[config.mk]
export PLATFORM = sky130hd
export DESIGN_NAME = axi4_s_write_responder_flat
export DESIGN_NICKNAME = d
export VERILOG_FILES = /design/src/rtl/axi4_s_write_responder_if.sv /design/src/rtl/axi4_s_write_responder.sv /design/src/flat_wrapper.sv
export SDC_FILE = /design/constraint.sdc
export NUM_CORES = 1
export LEC_CHECK = 0
export BUFFER_PORTS_ARGS = -buffer_cell sky130_fd_sc_hd__buf_2
export CAP_MARGIN = 20
export CORE_MARGIN = 2
export CORE_UTILIZATION = 64
export CTS_BUF_LIST = sky130_fd_sc_hd__clkbuf_8
export CTS_CLUSTER_DIAMETER = 80
export CTS_CLUSTER_SIZE = 28
export DETAILED_ROUTE_END_ITERATION = 12
export HOLD_SLACK_MARGIN = 0.15
export PLACE_DENSITY = 0.82
export SETUP_SLACK_MARGIN = 0.05
export SLEW_MARGIN = 10
export SYNTH_ARGS = -nofsm -noshare
export SYNTH_HDL_FRONTEND = slang
export SYNTH_SLANG_ARGS = --single-unit
[constraint.sdc]
create_clock -name aclk -period 3.44 [get_ports aclk]
set_clock_uncertainty 0.05 [all_clocks]
set_input_delay 0.688 -clock aclk [delete_from_list [all_inputs] [get_ports aclk]]
set_output_delay 0.688 -clock aclk [all_outputs]
set_load 0.1 [all_outputs]
[src/rtl/axi4_s_write_responder_if.sv]
// AXI4 write-channel bundle (AW/W/B) between a write manager and a subordinate.
`timescale 1ns/1ps
interface axi4_s_write_responder_if #(
  parameter int ADDRESS_SIZE = 32,
  parameter int DATA_SIZE    = 32
);
  // Write address channel
  logic [ADDRESS_SIZE-1:0] s_axi_awaddr;
  logic [7:0]              s_axi_awlen;
  logic [2:0]              s_axi_awsize;
  logic [1:0]              s_axi_awburst;
  logic                    s_axi_awvalid;
  logic                    s_axi_awready;
  // Write data channel
  logic [DATA_SIZE-1:0]    s_axi_wdata;
  logic [DATA_SIZE/8-1:0]  s_axi_wstrb;
  logic                    s_axi_wlast;
  logic                    s_axi_wvalid;
  logic                    s_axi_wready;
  // Write response channel
  logic [1:0]              s_axi_bresp;
  logic                    s_axi_bvalid;
  logic                    s_axi_bready;

  modport master (
    output s_axi_awaddr, s_axi_awlen, s_axi_awsize, s_axi_awburst, s_axi_awvalid,
    input  s_axi_awready,
    output s_axi_wdata, s_axi_wstrb, s_axi_wlast, s_axi_wvalid,
    input  s_axi_wready,
    input  s_axi_bresp, s_axi_bvalid,
    output s_axi_bready
  );

  modport slave (
    input  s_axi_awaddr, s_axi_awlen, s_axi_awsize, s_axi_awburst, s_axi_awvalid,
    output s_axi_awready,
    input  s_axi_wdata, s_axi_wstrb, s_axi_wlast, s_axi_wvalid,
    output s_axi_wready,
    output s_axi_bresp, s_axi_bvalid,
    input  s_axi_bready
  );
endinterface

[src/rtl/axi4_s_write_responder.sv]
// AXI4 write subordinate: accepts one burst at a time, byte-merges each beat
// into a DEPTH-word register bank and returns a single B response.
// The bank is readable combinationally through the debug port.
`timescale 1ns/1ps
module axi4_s_write_responder #(
  parameter int                    ADDRESS_SIZE = 32,
  parameter int                    DATA_SIZE    = 32,
  parameter int                    DEPTH        = 16,
  parameter logic [ADDRESS_SIZE-1:0] BASE_ADDR  = '0
) (
  input  logic                       aclk,
  input  logic                       aresetn,
  axi4_s_write_responder_if.slave    bus,
  input  logic [$clog2(DEPTH)-1:0]   dbg_index,
  output logic [DATA_SIZE-1:0]       dbg_data
);

  localparam int STRB_W    = DATA_SIZE / 8;
  localparam int SIZE_LOG2 = $clog2(STRB_W);
  localparam int IDX_W     = $clog2(DEPTH);

  localparam logic [1:0] BURST_INCR = 2'b01;
  localparam logic [1:0] RESP_OKAY  = 2'b00;
  localparam logic [1:0] RESP_SLV   = 2'b10;

  typedef enum logic [1:0] {
    StIdle = 2'd0,
    StData = 2'd1,
    StResp = 2'd2
  } state_t;

  state_t                  state_q, state_d;
  logic                    awready_q, awready_d;
  logic                    wready_q, wready_d;
  logic                    bvalid_q, bvalid_d;
  logic [1:0]              bresp_q, bresp_d;
  logic [ADDRESS_SIZE-1:0] addr_q, addr_d;
  logic [7:0]              len_q, len_d;
  logic [1:0]              burst_q, burst_d;
  logic [7:0]              beat_cnt_q, beat_cnt_d;
  logic                    err_q, err_d;
  // AW-check result alone: suppresses every bank write of the burst.
  logic                    aw_err_q, aw_err_d;

  logic [DATA_SIZE-1:0]    bank_q [DEPTH];

  logic                    aw_hs, w_hs, b_hs;
  logic [ADDRESS_SIZE-1:0] size_mask;
  logic                    aw_check_err;
  logic [ADDRESS_SIZE-1:0] offset;
  logic [ADDRESS_SIZE-1:0] word_off;
  logic                    in_range;
  logic [IDX_W-1:0]        beat_idx;
  logic                    len_hit;
  logic                    final_beat;
  logic                    beat_err;
  logic                    bank_we;
  logic [DATA_SIZE-1:0]    strb_mask;

  assign bus.s_axi_awready = awready_q;
  assign bus.s_axi_wready  = wready_q;
  assign bus.s_axi_bvalid  = bvalid_q;
  assign bus.s_axi_bresp   = bresp_q;

  assign aw_hs = awready_q & bus.s_axi_awvalid;
  assign w_hs  = wready_q  & bus.s_axi_wvalid;
  assign b_hs  = bvalid_q  & bus.s_axi_bready;

  // Only full-width beats, FIXED/INCR bursts and size-aligned starts are served.
  assign size_mask    = (ADDRESS_SIZE'(1) << bus.s_axi_awsize) - ADDRESS_SIZE'(1);
  assign aw_check_err = (bus.s_axi_awsize != 3'(SIZE_LOG2))
                      | bus.s_axi_awburst[1]
                      | ((bus.s_axi_awaddr & size_mask) != '0);

  // Addresses below BASE_ADDR underflow to huge offsets, so a single
  // unsigned compare rejects both sides; the bank index never wraps.
  assign offset   = addr_q - BASE_ADDR;
  assign word_off = offset >> SIZE_LOG2;
  assign in_range = (word_off < ADDRESS_SIZE'(DEPTH));
  assign beat_idx = word_off[IDX_W-1:0];

  // The burst closes on wlast or on the awlen-th beat; disagreement is an error.
  assign len_hit    = (beat_cnt_q == len_q);
  assign final_beat = bus.s_axi_wlast | len_hit;
  assign beat_err   = ~in_range | (bus.s_axi_wlast != len_hit);

  assign bank_we = w_hs & in_range & ~aw_err_q;

  // Expand byte strobes into a bit mask for the read-modify-write merge.
  generate
    for (genvar gi = 0; gi < STRB_W; gi++) begin : g_strb_mask
      assign strb_mask[gi*8 +: 8] = {8{bus.s_axi_wstrb[gi]}};
    end
  endgenerate

  // State and registered-output update.
  always_ff @(posedge aclk) begin
    if (!aresetn) begin
      state_q    <= StIdle;
      awready_q  <= 1'b0;
      wready_q   <= 1'b0;
      bvalid_q   <= 1'b0;
      bresp_q    <= RESP_OKAY;
      addr_q     <= '0;
      len_q      <= '0;
      burst_q    <= '0;
      beat_cnt_q <= '0;
      err_q      <= 1'b0;
      aw_err_q   <= 1'b0;
    end else begin
      state_q    <= state_d;
      awready_q  <= awready_d;
      wready_q   <= wready_d;
      bvalid_q   <= bvalid_d;
      bresp_q    <= bresp_d;
      addr_q     <= addr_d;
      len_q      <= len_d;
      burst_q    <= burst_d;
      beat_cnt_q <= beat_cnt_d;
      err_q      <= err_d;
      aw_err_q   <= aw_err_d;
    end
  end

  // Next-state and next-output decode for the three-state burst FSM.
  always_comb begin
    state_d    = state_q;
    awready_d  = awready_q;
    wready_d   = wready_q;
    bvalid_d   = bvalid_q;
    bresp_d    = bresp_q;
    addr_d     = addr_q;
    len_d      = len_q;
    burst_d    = burst_q;
    beat_cnt_d = beat_cnt_q;
    err_d      = err_q;
    aw_err_d   = aw_err_q;

    case (state_q)
      StIdle: begin
        awready_d = 1'b1;
        wready_d  = 1'b0;
        bvalid_d  = 1'b0;
        if (aw_hs) begin
          addr_d     = bus.s_axi_awaddr;
          len_d      = bus.s_axi_awlen;
          burst_d    = bus.s_axi_awburst;
          beat_cnt_d = '0;
          err_d      = aw_check_err;
          aw_err_d   = aw_check_err;
          awready_d  = 1'b0;
          wready_d   = 1'b1;
          state_d    = StData;
        end
      end

      StData: begin
        if (w_hs) begin
          beat_cnt_d = beat_cnt_q + 8'd1;
          err_d      = err_q | beat_err;
          if (burst_q == BURST_INCR) begin
            addr_d = addr_q + ADDRESS_SIZE'(STRB_W);
          end
          if (final_beat) begin
            wready_d = 1'b0;
            bvalid_d = 1'b1;
            bresp_d  = (err_q | beat_err) ? RESP_SLV : RESP_OKAY;
            state_d  = StResp;
          end
        end
      end

      StResp: begin
        if (b_hs) begin
          bvalid_d  = 1'b0;
          bresp_d   = RESP_OKAY;
          awready_d = 1'b1;
          state_d   = StIdle;
        end
      end

      default: begin
        state_d   = StIdle;
        awready_d = 1'b0;
        wready_d  = 1'b0;
        bvalid_d  = 1'b0;
        bresp_d   = RESP_OKAY;
      end
    endcase
  end

  // Register bank: cleared on reset, byte-merged on each accepted in-range beat.
  always_ff @(posedge aclk) begin
    if (!aresetn) begin
      for (int i = 0; i < DEPTH; i++) begin
        bank_q[i] <= '0;
      end
    end else if (bank_we) begin
      bank_q[beat_idx] <= (bank_q[beat_idx] & ~strb_mask)
                        | (bus.s_axi_wdata & strb_mask);
    end
  end

  assign dbg_data = bank_q[dbg_index];

endmodule

[src/flat_wrapper.sv]
// flat-port wrapper written by rule: the top's interface ports become plain ports
module axi4_s_write_responder_flat 
#(
  parameter int                    ADDRESS_SIZE = 32,
  parameter int                    DATA_SIZE    = 32,
  parameter int                    DEPTH        = 16,
  parameter logic [ADDRESS_SIZE-1:0] BASE_ADDR  = '0
)
  (aclk, aresetn, dbg_index, dbg_data, bus_s_axi_awaddr, bus_s_axi_awlen, bus_s_axi_awsize, bus_s_axi_awburst, bus_s_axi_awvalid, bus_s_axi_awready, bus_s_axi_wdata, bus_s_axi_wstrb, bus_s_axi_wlast, bus_s_axi_wvalid, bus_s_axi_wready, bus_s_axi_bresp, bus_s_axi_bvalid, bus_s_axi_bready);
  axi4_s_write_responder_if #(.ADDRESS_SIZE(ADDRESS_SIZE), .DATA_SIZE(DATA_SIZE)) bus_i ();
  input  logic aclk;
  input  logic aresetn;
  input  logic [$clog2(DEPTH)-1:0] dbg_index;
  output logic [DATA_SIZE-1:0] dbg_data;
  input wire logic [$bits(bus_i.s_axi_awaddr)-1:0] bus_s_axi_awaddr;
  input wire logic [$bits(bus_i.s_axi_awlen)-1:0] bus_s_axi_awlen;
  input wire logic [$bits(bus_i.s_axi_awsize)-1:0] bus_s_axi_awsize;
  input wire logic [$bits(bus_i.s_axi_awburst)-1:0] bus_s_axi_awburst;
  input wire logic [$bits(bus_i.s_axi_awvalid)-1:0] bus_s_axi_awvalid;
  output wire logic [$bits(bus_i.s_axi_awready)-1:0] bus_s_axi_awready;
  input wire logic [$bits(bus_i.s_axi_wdata)-1:0] bus_s_axi_wdata;
  input wire logic [$bits(bus_i.s_axi_wstrb)-1:0] bus_s_axi_wstrb;
  input wire logic [$bits(bus_i.s_axi_wlast)-1:0] bus_s_axi_wlast;
  input wire logic [$bits(bus_i.s_axi_wvalid)-1:0] bus_s_axi_wvalid;
  output wire logic [$bits(bus_i.s_axi_wready)-1:0] bus_s_axi_wready;
  output wire logic [$bits(bus_i.s_axi_bresp)-1:0] bus_s_axi_bresp;
  output wire logic [$bits(bus_i.s_axi_bvalid)-1:0] bus_s_axi_bvalid;
  input wire logic [$bits(bus_i.s_axi_bready)-1:0] bus_s_axi_bready;
  assign bus_i.s_axi_awaddr = bus_s_axi_awaddr;
  assign bus_i.s_axi_awlen = bus_s_axi_awlen;
  assign bus_i.s_axi_awsize = bus_s_axi_awsize;
  assign bus_i.s_axi_awburst = bus_s_axi_awburst;
  assign bus_i.s_axi_awvalid = bus_s_axi_awvalid;
  assign bus_s_axi_awready = bus_i.s_axi_awready;
  assign bus_i.s_axi_wdata = bus_s_axi_wdata;
  assign bus_i.s_axi_wstrb = bus_s_axi_wstrb;
  assign bus_i.s_axi_wlast = bus_s_axi_wlast;
  assign bus_i.s_axi_wvalid = bus_s_axi_wvalid;
  assign bus_s_axi_wready = bus_i.s_axi_wready;
  assign bus_s_axi_bresp = bus_i.s_axi_bresp;
  assign bus_s_axi_bvalid = bus_i.s_axi_bvalid;
  assign bus_i.s_axi_bready = bus_s_axi_bready;
  axi4_s_write_responder #(.ADDRESS_SIZE(ADDRESS_SIZE), .DATA_SIZE(DATA_SIZE), .DEPTH(DEPTH), .BASE_ADDR(BASE_ADDR)) u_core (.aclk(aclk), .aresetn(aresetn), .bus(bus_i), .dbg_index(dbg_index), .dbg_data(dbg_data));
endmodule
==> flow_metrics.tcl, run 1 <==
set metrics [dict create \
    status "finished, final reports clean" \
    ys_seq_area_frac 0.567 \
    syn_avg_cell_area_sq_um 14.1 \
    start_util 0.646 \
    synthArstFlopShare 0 \
    wl_met2_mm 39.9 \
    post-route-period-util 0.978 \
    cp_max_fo 28 \
    slew_headroom 0.296 \
    grt_max_degree 75 \
    antenna_found_initial 3 \
    firstDrtPassIters 8 \
    sw_frac_of_total 0.293 \
    yosysWarningCount 0 \
    path_class "in2out" \
    cts_setup_buffers 0 \
    track_usage 0.360 \
    gp_congestion 0.903 \
    boundaryPins 128 \
    clockBufferDepth 3 \
    clock.fmax_ghz 0.297 \
    maxCapViolations 0 \
    die_h_microns 218 \
    cts_root_buffer "clkbuf_8" \
    num_vias 20200 \
    clkTransAtPathRegs_ns 0.13 \
    avgRoutedWirePerCell_microns 30.4 \
    clk_latency_ns 0.73 \
    ys_seq_elements 572 \
    cts_made_buffers 29 \
    wl_met3_mm 13.0 \
    portBuffers 126 \
    final_cell_mix "nor2_1 (553), edfxtp_1 (512), mux4_2 (288)" \
    powerDensity_nw_per_um2 436 \
    grt_pass1_wl_mm 125 \
    grt_pass1_vias 20200 \
    yosysUniqueCellTypes 62 \
    dieWidth_microns 218 \
    hold_slack_ns 0.178 \
    internal_power_mw 9.71 \
    finalCriticalPeriod_ns 3.36 \
    nNetsFinal 2236 \
    synth_ff_type "edfxtp_1" \
    critPathArrivalTime_ns 2.63 \
    cp-startpoint "dbg_index[0]" \
    pwr-share-comb 0.176 \
    tns_ns 0 \
    grt-ovfl-total 0 \
    finalHoldViolCount 0 \
    vias_per_cell 7.34 \
    drt-met1-wl_mm 26.0 \
    rsz0062_at_grt "yes" \
    power.share.clock 0.242 \
    cp.required_ns 2.70 \
    rows 78 \
    drt_iter0_drc 3210 \
    cts_tree "yes" \
    total_power_mw 13.7 \
    synthToLayoutAreaGrowth_pct 7.55 \
    hp-class "in2reg" \
    core-area_sq_um 45300 \
    postRouteAntennaNets 0 \
    setup.worst_path.start_class "input pin" \
    routed_wl_mm 83.8 \
    drive_above_1_share 0.287 \
    syn_nets 2166 \
    slew_violations 0 \
    hp-start "bus_s_axi_awburst[1]" \
    dp_hpwl_mm 48.6 \
    final_cell_area_sq_um 31500 \
    final_common_cell "nor2_1" \
    power_switching_mw 4.02 \
    peakVddDrop_uv 336 \
    syn_inst 2068 \
    end_kind "primary output" \
    cts_num_sinks 572 \
    finalSetupViolCount 0 \
    drc 0 \
    htreeDepth 1 \
    placed_area_sq_um 30700 \
    synth_edf_count 512 \
    p_seq_frac 0.583 \
    syn_area_sq_um 29300 \
    tightest_slew_ns 1.06 \
    power.leakage_nw 10.6 \
    die_area_sq_um 47400 \
    top_layer_used "met5" \
]
==> metrics by stage <==
| stage | util | worst slack [ns] | std cells |
|---|---|---|---|
| 3_5_place_dp | 0.679 | 0.0466 | 2700 |
| 3_3_place_gp | 0.679 | 0.110 | 2700 |
| 6_report | 0.695 | 0.0753 | 2757 |
| 2_1_floorplan | - | 0.132 | 2068 |
| 5_1_grt | 0.695 | 0.0338 | 2757 |
| 4_1_cts | 0.695 | 0.0554 | 2756 |
==> synthesized netlist by cell type, types with 7 or more instances <==
library cell,count,area (sq um)
a21oi_2,10,87.6
buf_2,33,165
o22ai_1,35,219
nand4_1,14,87.6
nand3_4,9,158
inv_1,9,33.8
mux2i_1,32,320
xor2_1,12,105
edfxtp_1,512,15400
o21ai_0,25,125
nand2_1,73,274
a211oi_1,40,300
buf_1,30,113
clkbuf_1,80,300
buf_4,26,195
buf_6,28,315
a21oi_1,60,300
nor4_1,15,93.8
mux4_2,288,6490
nand3_1,25,125
nor2_1,553,2080
ha_1,7,87.6
nor3_1,7,35.0
a31oi_1,7,43.8
dfxtp_1,60,1200
==> logic make-up (layout without fill, tap and decap cells) <==
kind of cell / Yosys count / count (layout) / share of synthesized area
other: 1 / 2 / 0.000128
adders and majority gates: 7 / 7 / 0.00299
buffers and inverters: 207 / 295 / 0.0385
AOI/OAI and AO/OA: 217 / 217 / 0.0486
and+or+nand+nor: 732 / 732 / 0.107
xor gates and xnor gates: 12 / 12 / 0.00359
DFF: 572 / 572 / 0.567
muxes: 320 / 320 / 0.233
==> worst max-delay path, stage by stage <==
cell and delay (ns):
clkbuf_8 0.28, buf_16 0.27, mux4_2 0.55, mux4_2 0.50, buf_2 0.31
==> sequential cells by signal, indices dropped and copies added (netlist names), 2 cells and up, named ones only <==
register	cells
u_core.len_q	8
u_core.addr_q	30
u_core.bank_q	512
u_core.burst_q	2
u_core.state_q	2
u_core.beat_cnt_q	8
==> routing by layer <==
| metal | vias to the layer above | GRT usage |
|---|---|---|
| met5 | - | 0 |
| met4 | 4 | 0.183 |
| met3 | 391 | 0.0960 |
| met2 | 1992 | 0.573 |
| met1 | 9772 | 0.464 |
| li1 | 8084 | - |
==> timing repair <==
action / CTS / global route
resized for setup: 1 / 1
setup endpoints to repair: 1 / 2
hold buffers: 7 / 0
hold endpoints to repair: 7 / 0
==> cell type report <==
cell class	instances	area [sq um]
well taps	600	751
repair buffers	237	1830
multi-input cells	1289	11600
clock buffers	29	399
diodes	1	2.50
clock inverters	20	240
flip-flops and latches	572	16600
fillers	2897	13800
inverters	9	33.8
==> final timing paths <==
check / end / slack (ns) / cells past startpoint
max reg2reg: u_core.bank_q[7][9] / 0.53 / 7
min: u_core.burst_q[1] / 0.18 / 3
min reg2reg: u_core.burst_q[0] / 0.42 / 2
max: dbg_data[22] / 0.08 / 5
==> power by group through the flow <==
stage	Clock, mW	Sequential (mW)	Combinational, mW
6_report	3.32	8.00	2.41
5_1_grt	3.50	8.02	2.52
4_1_cts	3.30	7.99	2.38
3_5_place_dp	0	8.14	2.37
3_3_place_gp	0	8.12	2.31
2_1_floorplan	0	8.05	1.76
No activity file was read; power rests on OpenSTA's default activity.
==> run 2: changes to the inputs <==
Settings changed: CORE_ASPECT_RATIO set to 1.1, CORE_UTILIZATION 64 to 62, PLACE_DENSITY 0.82 to 0.8.
==> run 2 against run 1 <==
  * Design area is 0.32% higher
  * Global-route usage decreased by 1.3 points
  * Sequential share of layout area is 0.17 points lower
  * Sequential power barely moved
  * Fmax rose by 2.0%
  * Die area grew 3.2%
  * Largest power group unchanged
  * Cell count is 0.36% higher
  * Total power decreased by 0.43%
  * Via count is 0.36% higher
  * Flip-flop and latch count unchanged
  * Utilization down 1.8 points
==> flow_metrics.tcl, run 2 (same netlist as run 1, synthesis figures left out) <==
set metrics [dict create \
    worst_path_max_delay_cell "mux4_2" \
    finalSetupViolCount 0 \
    boundaryPins 128 \
    power.leakage_nw 10.7 \
    grt_max_degree 61 \
    dieWidth_microns 211 \
    cts_num_sinks 572 \
    htreeDepth 1 \
    drt_iter0_drc 2653 \
    dp_hpwl_mm 51.6 \
    avgRoutedWirePerCell_microns 30.1 \
    finalCriticalPeriod_ns 3.30 \
    cts_tree "yes" \
    top_layer_used "met5" \
    tightest_slew_ns 1.14 \
    die_h_microns 232 \
    tns_ns 0 \
    drt-met1-wl_mm 26.9 \
    path_delay_family "multiplexers" \
    cp_max_fo 20 \
    hp-class "in2reg" \
    die_area_sq_um 48900 \
    clk_latency_ns 0.71 \
    clkTransAtPathRegs_ns 0.14 \
    slew_violations 0 \
    num_vias 20300 \
    maxCapViolations 0 \
    final_common_cell "nor2_1" \
    grt_pass1_wl_mm 125 \
    end_kind "primary output" \
    firstDrtPassIters 5 \
    crit_path_max_incr_delay_ns 0.52 \
    grt_pass1_vias 20500 \
    slew_headroom 0.240 \
    vias_per_cell 7.34 \
    cp_cell_sequence "clkbuf_8 -> buf_12 -> buf_4 -> mux4_2 -> mux4_2 -> buf_2" \
    status "finished, final reports clean" \
    critPathMostFrequentCell "mux4_2" \
    post-route-period-util 0.959 \
    peakVddDrop_uv 333 \
    cp.required_ns 2.70 \
    critPathArrivalTime_ns 2.56 \
    track_usage 0.348 \
    synthToLayoutAreaGrowth_pct 7.90 \
    setup.worst_path.start_class "input pin" \
    final_cell_mix "nor2_1 (553), edfxtp_1 (512), mux4_2 (288)" \
    cts_setup_buffers 0 \
    dp_slack_ns 0.153 \
    start_util 0.627 \
    clock.fmax_ghz 0.303 \
    powerDensity_nw_per_um2 433 \
    hold_slack_ns 0.191 \
    rows 83 \
    wl_met3_mm 10.6 \
    cts_root_buffer "clkbuf_8" \
    regMostFlops "u_core.bank_q" \
    cts_made_buffers 28 \
    path_class "in2out" \
    grt-ovfl-total 0 \
    postRouteAntennaNets 0 \
    portBuffers 126 \
    finalHoldViolCount 0 \
    drive_above_1_share 0.290 \
    rsz0062_at_grt "no" \
    drc 0 \
    wl_met2_mm 40.8 \
    fin_ws_ns 0.141 \
    core-area_sq_um 46600 \
    top_regs "u_core.bank_q x512, u_core.addr_q x30" \
    crit_buf_inv 4 \
    nNetsFinal 2246 \
    routed_wl_mm 83.4 \
    largest_reg_flops 512 \
    gp_congestion 0.895 \
    antenna_found_initial 4 \
    clockBufferDepth 3 \
]
-- run 2: cell count changes in the layout (fill, tap and decap cells not counted), moves of 2 or more --
cell           before  now
dlygate4sd3_1       7    9
buf_12             25   28
inv_4               0    3
buf_4              79   86
clkinv_1            3    0
inv_16              2    0
clkinv_8            0    2
inv_1              10   15
clkinv_4            2    0
clkinvlp_4          2    0
-- run 2: path summary, 6_finish.rpt --
path / start / to / slack, ns / depth (start not counted)
worst max register to register: u_core.addr_q[17] / u_core.bank_q[8][30] / 0.46 / 7
worst min-delay path: bus_s_axi_awburst[1] / u_core.burst_q[1] / 0.19 / 3
worst min register to register: u_core.burst_q[1] / u_core.burst_q[1] / 0.42 / 2
worst max-delay path: dbg_index[0] / dbg_data[15] / 0.14 / 6
-- run 2: final cells by class --
class	count	area [sq um]
timing repair buffer	248	1930
fill	3027	15100
multi-input combinational	1289	11600
inverter	9	33.8
antenna	2	5.00
clock inverter	22	228
sequential	572	16600
clock buffer	30	413
tap	595	744
-- run 2: report_power, final --
group / internal, mW / leakage, nW / total (mW) / switching [mW]
Sequential: 7.79 / 5.77 / 8.00 / 0.213
Clock: 1.05 / 0.352 / 3.26 / 2.21
Combinational: 0.892 / 4.56 / 2.41 / 1.52
-- run 2: per-stage QoR --
step           instance area (sq um)  power [mW]  cells   util
2_1_floorplan                  29300        9.81   2068      -
3_3_place_gp                   30800        10.4   2704  0.661
3_5_place_dp                   30800        10.5   2704  0.661
4_1_cts                        31500        13.6   2764  0.677
5_1_grt                        31600        14.0   2767  0.677
6_report                       31600        13.7   2767  0.677
-- run 2: repair_timing --
item | 4_1_cts | 5_1_grt
hold buffers | 8 | 1
endpoints found under the hold margin | 8 | 1
resized for setup | 0 | 0
endpoints found under the setup margin | 0 | 0
-- run 2: worst min-delay path: stages --
cell	delay, ns
buf_2	0.11
nand2_1	0.05
a21oi_1	0.05
-- run 2: routing by layer --
metal	global-route usage	vias to the layer above
met5	0	-
li1	-	8114
met4	0.178	2
met2	0.576	1795
met1	0.443	10000
met3	0.0669	386
